File: config.mk
export PLATFORM = sky130hd
export DESIGN_NAME = cci_rd_arbiter
export DESIGN_NICKNAME = d
export VERILOG_FILES = /design/src/rtl/cci_rd_arbiter.sv
export SDC_FILE = /design/constraint.sdc
export NUM_CORES = 1
export LEC_CHECK = 0
export ABC_AREA = 1
export CAP_MARGIN = 20
export CORE_AREA = 2 2 546 548
export CTS_CLUSTER_DIAMETER = 150
export CTS_CLUSTER_SIZE = 20
export DETAILED_ROUTE_END_ITERATION = 16
export DIE_AREA = 0 0 548 550
export GPL_TIMING_DRIVEN = 0
export PLACE_DENSITY = 0.33
export SYNTH_ARGS = -nofsm -noshare
export SYNTH_HDL_FRONTEND = slang
export SYNTH_SLANG_ARGS = --single-unit
File: constraint.sdc
create_clock -name clk -period 5.23 [get_ports clk]
set_input_delay 1.3075 -clock clk [delete_from_list [all_inputs] [get_ports clk]]
set_output_delay 1.3075 -clock clk [all_outputs]
set_load 0.03 [all_outputs]
File: src/rtl/cci_rd_arbiter.sv
// Round-robin arbiter that shares the CCI-P c0 read channel between NUM_REQ clients.
// Optional per-client grant statistics are enabled with CCI_RD_ARB_STATS_EN.
module cci_rd_arbiter #(
  parameter int NUM_REQ   = 4,
  parameter int MAX_OUTST = 32,
  parameter int ID_W      = $clog2(NUM_REQ)
) (
  input  logic                    clk,
  input  logic                    SoftReset,
  input  logic [NUM_REQ-1:0]      req_valid,
  input  logic [NUM_REQ*64-1:0]   req_addr,
  output logic [NUM_REQ-1:0]      req_ready,
  output logic [63:0]             c0_req_addr,
  output logic [15:0]             c0_req_mdata,
  output logic                    c0_req_en,
  input  logic                    c0_alm_full,
  input  logic                    c0_rsp_valid,
  input  logic [15:0]             c0_rsp_mdata,
  input  logic [511:0]            c0_rsp_data,
  output logic [NUM_REQ-1:0]      rsp_valid,
  output logic [511:0]            rsp_data,
`ifdef CCI_RD_ARB_STATS_EN
  input  logic [ID_W-1:0]         stat_sel,
  output logic [31:0]             stat_grants,
`endif
  output logic                    err
);

  localparam logic [ID_W:0] NREQ = (ID_W+1)'(NUM_REQ);
  localparam logic [7:0]    MAXO = 8'(MAX_OUTST);

  logic [ID_W-1:0]    ptr;
  logic [ID_W-1:0]    ptr_nxt;
  logic [NUM_REQ-1:0] elig;
  logic [NUM_REQ-1:0] inc;
  logic [NUM_REQ-1:0] dec;
  logic [NUM_REQ-1:0] empty;
  logic               gnt_vld;
  logic [ID_W-1:0]    gnt_id;
  logic [ID_W:0]      idx;
  logic [ID_W:0]      nxt;
  logic [63:0]        sel_addr;
  logic [7:0]         outst [NUM_REQ];

  logic [ID_W-1:0]    rsp_id;
  logic               rsp_hi;
  logic               rsp_ok;
  logic               uflow;

  always_comb begin
    for (int i = 0; i < NUM_REQ; i++) begin
      elig[i]  = req_valid[i] && (outst[i] < MAXO)
               && !c0_alm_full && !SoftReset;
      empty[i] = (outst[i] == 8'd0);
    end
  end

  // search upward from ptr, wrapping at NUM_REQ (not a power of two in general)
  always_comb begin
    gnt_vld = 1'b0;
    gnt_id  = '0;
    idx     = '0;
    for (int k = 0; k < NUM_REQ; k++) begin
      idx = {1'b0, ptr} + (ID_W+1)'(k);
      if (idx >= NREQ)
        idx = idx - NREQ;
      if (!gnt_vld && elig[idx[ID_W-1:0]]) begin
        gnt_vld = 1'b1;
        gnt_id  = idx[ID_W-1:0];
      end
    end
  end

  always_comb begin
    nxt = {1'b0, gnt_id} + (ID_W+1)'(1);
    if (nxt >= NREQ)
      nxt = '0;
    ptr_nxt = nxt[ID_W-1:0];
  end

  always_comb begin
    sel_addr = '0;
    for (int i = 0; i < NUM_REQ; i++)
      if (gnt_id == ID_W'(i))
        sel_addr = req_addr[64*i +: 64];
  end

  assign rsp_id = c0_rsp_mdata[ID_W-1:0];
  assign rsp_hi = |c0_rsp_mdata[15:ID_W];
  assign rsp_ok = c0_rsp_valid && !rsp_hi
                && ({1'b0, rsp_id} < NREQ);

  always_comb begin
    for (int i = 0; i < NUM_REQ; i++) begin
      inc[i] = gnt_vld && (gnt_id == ID_W'(i));
      dec[i] = rsp_ok && (rsp_id == ID_W'(i));
    end
  end

  assign req_ready = inc;
  assign uflow     = |(dec & empty);

  always_ff @(posedge clk) begin
    if (SoftReset) begin
      ptr <= '0;
      err <= 1'b0;
      for (int i = 0; i < NUM_REQ; i++)
        outst[i] <= 8'd0;
    end else begin
      if (gnt_vld)
        ptr <= ptr_nxt;
      if ((c0_rsp_valid && !rsp_ok) || uflow)
        err <= 1'b1;
      for (int i = 0; i < NUM_REQ; i++) begin
        if (inc[i] && !dec[i])
          outst[i] <= outst[i] + 8'd1;
        else if (dec[i] && !inc[i] && !empty[i])
          outst[i] <= outst[i] - 8'd1;
      end
    end
  end

  always_ff @(posedge clk) begin
    if (SoftReset) begin
      c0_req_en    <= 1'b0;
      c0_req_addr  <= '0;
      c0_req_mdata <= '0;
      rsp_valid    <= '0;
      rsp_data     <= '0;
    end else begin
      c0_req_en <= gnt_vld;
      if (gnt_vld) begin
        c0_req_addr  <= sel_addr;
        c0_req_mdata <= {{(16-ID_W){1'b0}}, gnt_id};
      end
      rsp_valid <= dec;
      if (rsp_ok)
        rsp_data <= c0_rsp_data;
    end
  end

`ifdef CCI_RD_ARB_STATS_EN
  logic [31:0] gcnt [NUM_REQ];
  logic [31:0] gsel;

  always_comb begin
    gsel = '0;
    for (int i = 0; i < NUM_REQ; i++)
      if (stat_sel == ID_W'(i))
        gsel = gcnt[i];
  end

  always_ff @(posedge clk) begin
    if (SoftReset) begin
      stat_grants <= '0;
      for (int i = 0; i < NUM_REQ; i++)
        gcnt[i] <= '0;
    end else begin
      stat_grants <= gsel;
      for (int i = 0; i < NUM_REQ; i++)
        if (inc[i])
          gcnt[i] <= gcnt[i] + 32'd1;
    end
  end
`endif

endmodule

; After elaboration in Yosys (flattened, before gate mapping)
; Memories as Yosys holds them, arrays and structs flattened.
; Index checks and enable logic that the tools add are counted.
[op_classes]
order_cmp = 13
reduce_logical = 65
n_addsub = 16
eq_ne = 6
n_bitwise = 9
mux = 63
[op_table]
columns = operator, n
row1 = 2-to-1 mux 64 bit, 4
row2 = 2-to-1 mux 8 bit, 8
row3 = 2-to-1 mux 1 bit, 38
row4 = logical AND 1 bit, 37
row5 = "adder 8 x 1 -> 8 bit, second input constant", 4
row6 = zero test 8 bit, 4
row7 = "less-than comparator 8 x 6 -> 1 bit, second input constant", 4
row8 = "subtractor 8 x 1 -> 8 bit, second input constant", 4
row9 = zero test 1 bit, 19
row10 = 2-to-1 mux 2 bit, 9
row11 = OR reduction 14 bit, 1
row12 = "greater-or-equal comparator 3 bit, second input constant", 4
row13 = "less-than comparator 2 x 3 -> 1 bit, second input constant", 4
row14 = binary-select mux 1 bit (select 2 bit), 4
row15 = "== test 2 bit, second input constant", 4
row16 = OR 1 bit, 8
row17 = "subtractor 2 x 1 -> 2 bit, second input constant", 4
row18 = "adder 2 x 1 -> 3 bit, second input constant", 2
row19 = "adder 2 x 2 -> 3 bit, second input constant", 2
row20 = bitwise AND 4 bit, 1
row21 = "== test 2 x 1 -> 1 bit, second input constant", 2
row22 = zero test 2 bit, 2
row23 = OR reduction 4 bit, 1
row24 = "greater-or-equal comparator 2 x 3 -> 1 bit, second input constant", 1
row25 = logical OR 1 bit, 1
[totals]
mem_count = 1
inputBits = 792
output_inout_bits = 602
reg_bits = 586
ramBits = 32
[memory_table]
columns = memory, depth, word_bits, rd, rd_ports_with_merged_regs, wr, line
row1 = outst, 4, 8, 4, 0, 4, 43  ; logic [7:0] outst [NUM_REQ];

; Depth between registers and ports, before layout
; An unclocked memory read counts as a cell.
[depth]
depth_word = 27
depth_mapped = 29

; Least setup slack after synthesis
; No wires, ideal clock.
[synth_path]
path_kind = input to register
start = input SoftReset
end = memory outst[1][7] (data pin)
arrival_ns = 4.618
path_stages = 27
path_slack_ns = 0.352
required_ns = 4.970
setup_time_ns = 0.260
path_cell_list = inv_2 nand2_2 nor2_1 nand3_1 nand3_1 nand2_2 nand2_2 nor2_4 nand2_2 buf_6 nand2_1 inv_1 ha_1 clkbuf_1 clkbuf_1 nand2_2 nand2_2 buf_6 inv_1 ha_1 a21oi_1 nand2_1 nand4_1 o211ai_1 xnor2_1 a21oi_1 a21oi_2
[synth_rtl]
columns = item, line
row1 = start: declaration, 9  ; input logic SoftReset,
row2 = end: declaration, 43

; Worst setup path after layout
[layout_path]
start = input req_valid[3]
end = output req_ready[3]
[layout_between]
elab_chain_cells = 17
word_cells_on_any_way = 27
[layout_rtl]
columns = item, line
row1 = start: declaration, 10  ; input logic [NUM_REQ-1:0] req_valid,
row2 = logical AND 1 bit (*), 52  ; elig[i] = req_valid[i] && (outst[i] < MAXO)
row3 = logical AND 1 bit (*) (2 in a row), 53  ; && !c0_alm_full && !SoftReset;
row4 = binary-select mux 1 bit (select 2 bit), 67  ; if (!gnt_vld && elig[idx[ID_W-1:0]]) begin
row5 = 2-to-1 mux 1 bit (not written as such), 67
row6 = 2-to-1 mux 1 bit, 67
row7 = zero test 1 bit, 67
row8 = logical AND 1 bit, 67
row9 = 2-to-1 mux 1 bit, 67
row10 = zero test 1 bit, 67
row11 = logical AND 1 bit, 67
row12 = 2-to-1 mux 1 bit, 67
row13 = zero test 1 bit, 67
row14 = logical AND 1 bit, 67
row15 = 2-to-1 mux 2 bit (*), 67
row16 = net gnt_id[0], 39  ; logic [ID_W-1:0] gnt_id;
row17 = == test 2 bit (*), 95  ; inc[i] = gnt_vld && (gnt_id == ID_W'(i));
row18 = logical AND 1 bit (*), 95
row19 = end: declaration, 12  ; output logic [NUM_REQ-1:0] req_ready,
; The timed path passes the listed nets; every way through them passes the cells marked *. The select of a mux whose other input is x is not followed.

==> out/results.txt <==
Worst hold start -> rsp_data[176]
Final setup viols -> 0
Status -> finished, final reports clean
Io pins -> 1394
Post-synth cell types -> 36
Static leakage -> 14.41 nW
Register-to-register setup slack -> 0.94 ns
Fmax -> 198.3 MHz
Hold Path Depth -> 2
Post-Syn Instances -> 3238
Crit-path cells -> clkdlybuf4s50_1 -> inv_1 -> nor2_4 -> nand4_1 -> nand3_1 -> nand2_2 -> nand2_2 -> nor2_4 -> nand2_4 -> buf_12 -> nand2_2 -> inv_2 -> ha_2 -> buf_8 -> nand2_4 -> inv_1 -> buf_4
Overall Global Routing Usage -> 0.1530
GPL Wtd Cong -> 0.9163
Clock Skew -> 0.02907 ns
HPWL after detailed placement -> 212.4 mm
DR vias -> 29070
Max stage delay cell, worst path -> clkdlybuf4s50_1
Clock slew at the register clock pins of the worst setup and hold paths -> 0.09 ns
EDFF count, synth -> 32
DR WL/cell -> 27.88 um
Die area -> 301400 um^2
Crit Path Max Fanout -> 10
Clock sinks -> 618
Hold Crit Class -> reg2reg
Final net count -> 5513
Antenna viol nets, final -> 0
Setup TNS -> 0 ns
Fillers -> 33682
Max Slew Vio Count -> 0
Multi-input gate area -> 10740 um^2
Fin Hold WS -> 0.4667 ns
Synth async-reset ratio -> 0
Area post-placement -> 43680 um^2
CP Launch Type -> input port
Req. time, crit path -> 3.92 ns
Sequential cell area fraction in the yosys report -> 0.5144
Post-Synth Adder-Cell Area -> 0.01511
Max-Cap Viols -> 0
Pin count of the biggest net entering global routing -> 22
Reg2reg path depth -> 18
Hold EP -> rsp_data[176]
Synthesized flop and latch total -> 618
XOR/XNOR share of the synthesized area -> 0.01131
Vias in the first global route -> 28808
Yosys warns -> 0
Cell Pwr Density -> 409.2 nW/um^2
Initial antenna violation count -> 95
Final count of hold timing violations -> 0
FP Rows -> 200
Synth Area in Compound Gates -> 0.1732
Total CTS buffers -> 40
Most used cell, CP -> nand2_2
CTS tree -> done
DRC -> 0
Crit. End Element -> output port
I/O Buffers -> 1379
Die Y -> 550 um
Initial DRC Count -> 1954
Register area -> 12690 um^2
Simple-Gate Fraction of Synth Area -> 0.2303
Htree depth -> 2
RSZ-0062 raised after global routing -> no
Largest stage delay on the critical path -> 0.47 ns
Top_reg_cell synth -> dfxtp_1
Starting Density -> 0.08349
Combinational family with the most area after synthesis -> simple AND/OR/NAND/NOR gates
Area growth from synthesis to layout -> 82.92%
Avg Cell Area, Syn -> 7.620 um^2
Final WL -> 241.6 mm
Remaining Overflow, GRT -> 0
Worst path arrival time -> 3.73 ns
Final instance area -> 45130 um^2
Design Power -> 18.47 mW
Slew margin rel. -> 0.2876
Max Root-Sink Buffers -> 3
Latest clock arrival within the worst-skew pair -> 0.69 ns
TritonRoute pass-1 iters -> 5
Period minus WS final -> 5.042 ns
Fin crit share -> 0.9641
Die width -> 548 um
Worst reg2reg path endpoint -> c0_req_addr[59]
RR Startpoint -> outst[1][7]
CTS Root Cell -> clkbuf_16
Worst slew pin tran -> 1.069 ns
First-pass GRT wire length -> 302.1 mm
Core area -> 295500 um^2
Maximum VDD drop -> 0.3855 mV
Setup CP Type -> in2out
Synth Cell Area -> 24670 um^2
Post-synthesis mux area share -> 0
Layout cells sized above 1 -> 0.05013
DR vias/cell -> 3.354
[kinds of logic (layout without fill, tap and decap cells)]
logic type / count (synthesis) / count (layout)
simple gates: 1470 / 1470
xor+xnor: 31 / 31
flops: 618 / 618
buf+inv: 310 / 1767
compound gates: 780 / 780
fa+ha+maj: 28 / 28
other cells: 1 / 33
[Yosys cell counts (all sizes together), types with 11 or more instances]
library cell	instances	share of area
ha	25	0.013
nand2	1205	0.18
xor2	18	0.0067
a221oi	52	0.018
buf	114	0.026
a21oi	566	0.12
dfxtp	586	0.48
xnor2	13	0.0046
o21ai	103	0.021
edfxtp	32	0.039
inv	57	0.0087
o31ai	52	0.016
clkbuf	139	0.021
nand3	45	0.0093
nor2	191	0.029
nor3	11	0.0024
[per-layer routing]
metal	up-vias	track usage	wire length, um
met5	-	0	268
met4	42	0.02994	4805
met3	174	0.09293	34910
met2	1357	0.2434	106300
met1	13940	0.1747	95320
li1	13557	-	-
[critical path, delay by kind of cell]
family                     cells  cell delay (ns)
buffers and inverters          7             1.18
and+or+nand+nor                9             0.98
adders and majority gates      1             0.22
[state kept, by name, indices dropped and copies added, names as in the netlist]
name	flops
c0_req_mdata	2
err	1
rsp_valid	4
ptr	2
c0_req_en	1
outst	32
c0_req_addr	64
rsp_data	512
[per-stage QoR]
stage / setup slack [ns] / instances / util
after CTS: -0.02660 / 8640 / 0.1524
after detailed placement: -2.938 / 8580 / 0.1478
after global routing: 0.01486 / 8650 / 0.1526
after global placement: -2.916 / 8569 / 0.1470
final: 0.1879 / 8666 / 0.1527
after floorplan: 0.3525 / 3251 / -
[report_power, final]
group / internal, mW / total [mW] / leakage, nW / switching [mW]
Clock: 1.47 / 3.56 / 0.572 / 2.09
Combinational: 3.24 / 9.53 / 8.77 / 6.28
Sequential: 5.18 / 5.38 / 5.07 / 0.196
[final cells by class]
class | count | share of cell area
repair buffers | 1402 | 0.3125
flip-flops and latches | 618 | 0.2812
multi-input cells | 2323 | 0.2379
well taps | 3939 | 0.1092
plain buffers | 251 | 0.02697
clock buffers | 45 | 0.02307
inverters | 57 | 0.004852
clock inverters | 12 | 0.003160
diodes | 19 | 0.001053
[cells in the final DEF (no fill, tap or decap), drive strengths merged, types with 25 or more instances in the layout]
cell / n
inv: 63
nor2: 191
o21ai: 103
clkdlybuf4s50: 1373
a21oi: 566
clkbuf: 182
nand2: 1205
nand3: 45
o31ai: 52
ha: 25
buf: 141
a221oi: 52
dfxtp: 586
edfxtp: 32
[how the worst max path moves through the flow]
stage | from | slack (ns) | endpoint | cells past startpoint
floorplan | SoftReset | 0.35 | outst[1][7] | 27
global placement | SoftReset | -2.92 | req_ready[2] | 18
global route | req_valid[3] | 0.01 | req_ready[3] | 17
CTS | req_valid[3] | -0.03 | req_ready[2] | 17
finish | req_valid[3] | 0.19 | req_ready[3] | 17
detailed placement | SoftReset | -2.94 | req_ready[2] | 18
[what timing repair did]
item | 4_1_cts | 5_1_grt
hold endpoints to repair | 0 | 0
buffers inserted | 3 | 9
setup endpoints to repair | 50 | 4
gates resized for setup | 61 | 12
hold buffers | 0 | 0
pin swaps | 2 | 4
Power figures use the tool's default switching activity.
